### src/rtl/parity_err_counter.sv
// rtl/parity_err_counter.sv - saturating event counter with enable and synchronous clear
module parity_err_counter #(
  parameter int W = 8
) (
  input  logic         clk,
  input  logic         rst_n,
  input  logic         en,
  input  logic         clr,
  output logic [W-1:0] count
);

  always_ff @(posedge clk or negedge rst_n) begin
    if (!rst_n) begin
      count <= '0;
    end else if (clr) begin
      count <= '0;
    end else if (en && (count != {W{1'b1}})) begin
      count <= count + 1'b1;
    end
  end

endmodule

### config.mk
export PLATFORM = sky130hd
export DESIGN_NAME = parity_err_counter
export DESIGN_NICKNAME = d
export VERILOG_FILES = /design/src/rtl/parity_err_counter.sv
export SDC_FILE = /design/constraint.sdc
export NUM_CORES = 1
export LEC_CHECK = 0
export CELL_PAD_IN_SITES_DETAIL_PLACEMENT = 1
export CELL_PAD_IN_SITES_GLOBAL_PLACEMENT = 1
export CORE_UTILIZATION = 33
export CTS_CLUSTER_DIAMETER = 200
export CTS_CLUSTER_SIZE = 14
export DETAILED_ROUTE_END_ITERATION = 8
export PLACE_DENSITY_LB_ADDON = 0.1
export SYNTH_ARGS = -nofsm -noshare
export SYNTH_HDL_FRONTEND = slang
export SYNTH_SLANG_ARGS = --single-unit
### constraint.sdc
create_clock -name clk -period 2.27 [get_ports clk]
set_input_delay 0.3405 -clock clk [delete_from_list [all_inputs] [get_ports clk]]
set_output_delay 0.3405 -clock clk [all_outputs]
set_load 0.02 [all_outputs]
==> impl_metrics.toml <==
[global_route]
grt_antenna_before_repair = 0
grt.overflow.total = 0
grt_pass1_wl_mm = 1.90
grt_pass1_vias = 445
grt_max_degree = 12
track_usage_pct = 18.5

[die]
dieArea_sq_um = 1560
fp-row-count = 13
die_h_um = 39.5
boundaryPins = 12
initial_core_util_pct = 35.7
die_x_um = 39.5
core-area_sq_um = 1300

[critical_path]
crit_chain = "ha_1, and4_2, a21boi_1, mux2_2"
reg2reg_depth = 4
cp.required_ps = 2400
critPathCaptureType = "register"
worstPathMaxFanout = 7
reg2reg_slack_ps = 520
crit_path_max_incr_delay_ps = 430
arrival_ps = 1890
slowest_stage = "dfrtp_1"
regToRegEndpoint = "count[0]"
timing.rr.start = "count[0]"
start_kind = "register"
worstSetupPathType = "register to register"

[logic_synthesis]
synth_seq_area_share_pct = 43.1
synthCells = 49
syn_area_per_cell_sq_um = 9.47
yosys_warnings = 0
synth_seq_cells = 8
yosysUniqueCellTypes = 28
syn_area_sq_um = 464
syn_nets = 54

[finish]
largest_register_ffs = 8
finalNetCount = 68
regMostFlops = "count"
layout-drive-gt1-share_pct = 11.5
fin_util_pct = 46.6
finalNonFillerCells = 76
area_growth_pct = 30.7
fillers = 156
finalInstanceArea_sq_um = 607
largest_registers = "count: 8 flops"
antennaDiodeCount = 0

[clock_tree]
clockRootBuffer = "clkbuf_4"
cts_tree = "built"
cts_buffer_depth = 2
post_cts_buffers = 0
insertion_delay_ps = 250
clk_pin_slew_ps = 60
hold_buffers = 0
cts_resized = 0
cts.sinks = 8
htreeDepth = 1
cts_buffers = 3

[routing]
final_antenna_net_count = 0
wl_per_cell_um = 16.8
vias = 435
first_iter_violations = 4
drc = 0
via_per_inst = 5.72
dr.pass1.iters = 2
routed_wl_mm = 1.27

[power]
p_sw_share_pct = 24.9
switchingPower_mw = 0.0741
finalPower_mw = 0.298
pwr-share-comb_pct = 12.2
seqPwrFrac_pct = 50.8
pwr-share-clk_pct = 37.0
p_int_mw = 0.224
p_leak_nw = 0.238
ir_drop_mv = 0.270
power.density_nw_per_um2 = 491

[sta]
slew_headroom_pct = 74.0
fin_hold_ws_ps = 374
layout_setup_ws_ps = 518
setup_tns_ps = 0
fmax_mhz = 571
tightest_slew_ps = 380
setup_viol = 0
hold_viol_final = 0
fin_crit_sh_pct = 77.2
min_period_ps = 1750
final-max-slew-violation-count = 0
fin_worst_skew_ps = 5.52
grt_setup_unrepaired = "false"

[placed_design]
dp_slack_ps = 381
dpl.cell_count = 73
io_buffer_count = 11
hpwlAfterDp_um = 927
placed_cell_area_sq_um = 584
routabilityCongestion = 0.722

[run_status]
status = "finished clean"

[job]
cap_violations = 0

[min_path]
hold_path_class = "input pin to asynchronous set/reset pin"
==> kinds of logic (layout without fill, tap and decap cells) <==
family,Yosys count,in the layout,share of synthesized area (%)
compound gates,9,9,12.7
flops,8,8,43.1
fa+ha+maj,1,1,2.69
simple gates,24,24,31.0
buf+inv,4,16,3.50
mux,3,3,7.01
==> layout by cell type (no fill, tap or decap), drive strengths merged, types with 2 or more instances in the layout <==
| cell | n |
|---|---|
| mux2 | 2 |
| nand2b | 3 |
| nand2 | 2 |
| clkdlybuf4s50 | 11 |
| and4 | 2 |
| inv | 2 |
| nor2b | 3 |
| nand3 | 3 |
| dfrtp | 8 |
| a21oi | 3 |
| clkbuf | 3 |
| nor3 | 4 |
| nor2 | 2 |
==> power by group through the flow <==
stage / sequential, mW / clock (mW) / combinational, mW
floorplan: 0.157 / 0 / 0.0145
global placement: 0.154 / 0 / 0.0347
detailed placement: 0.154 / 0 / 0.0367
CTS: 0.151 / 0.115 / 0.0370
global route: 0.152 / 0.120 / 0.0390
finish: 0.151 / 0.110 / 0.0364
==> worst max-delay path by stage <==
stage	from	endpoint	slack, ps	depth (start not counted)
floorplan	count[0]	count[0]	580	4
global placement	en	count[7]	500	4
detailed placement	en	count[7]	380	4
CTS	count[0]	count[0]	520	4
global route	count[0]	count[0]	430	4
finish	count[0]	count[0]	520	4
==> worst max-delay path: cells and delay by family (launching register included) <==
family | cells | cell delay (ps)
flip-flops | 1 | 430
multiplexers | 1 | 360
adder cells (fa/ha/maj) | 1 | 310
AND/OR/NAND/NOR | 1 | 300
AO/OA/AOI/OAI | 1 | 230
==> synth_stat cells <==
cell type	instances	area share, %
a2111oi_0	1	1.9
a211oi_1	1	1.6
a21boi_1	1	1.6
a21oi_1	3	3.2
a31oi_1	1	1.3
a41oi_1	1	1.9
and3_1	1	1.3
and4_1	1	1.9
and4_2	1	2.2
buf_2	1	1.1
clkbuf_1	1	0.81
dfrtp_1	8	43
ha_1	1	2.7
inv_1	2	1.6
mux2_2	2	4.9
mux2i_1	1	2.2
nand2_1	2	1.6
nand2b_1	3	4.0
nand3_1	2	2.2
nand3_2	1	2.2
nand4_1	1	1.3
nor2_1	2	1.6
nor2b_1	3	4.0
nor3_1	4	4.3
nor3b_1	1	1.6
nor4_1	1	1.3
o21ai_0	1	1.1
or3_1	1	1.3
==> routing by layer <==
metal / part of all wire, % / vias to the layer above / global-route usage, %
met2: 49 / 8 / 30.7
met1: 49 / 221 / 23.2
li1: - / 206 / -
met4: 0 / 0 / 7.76
met3: 2.1 / 0 / 3.41
met5: 0 / - / 0
==> area by class of cell <==
class / count / area (sq um) / area share, %
inverters: 2 / 7.51 / 1.24
repair buffers: 11 / 110 / 18.1
clock buffers: 3 / 22.5 / 3.71
multi-input cells: 37 / 248 / 40.8
flip-flops and latches: 8 / 200 / 33.0
well taps: 15 / 18.8 / 3.09
(Power assumes the default switching activity.)
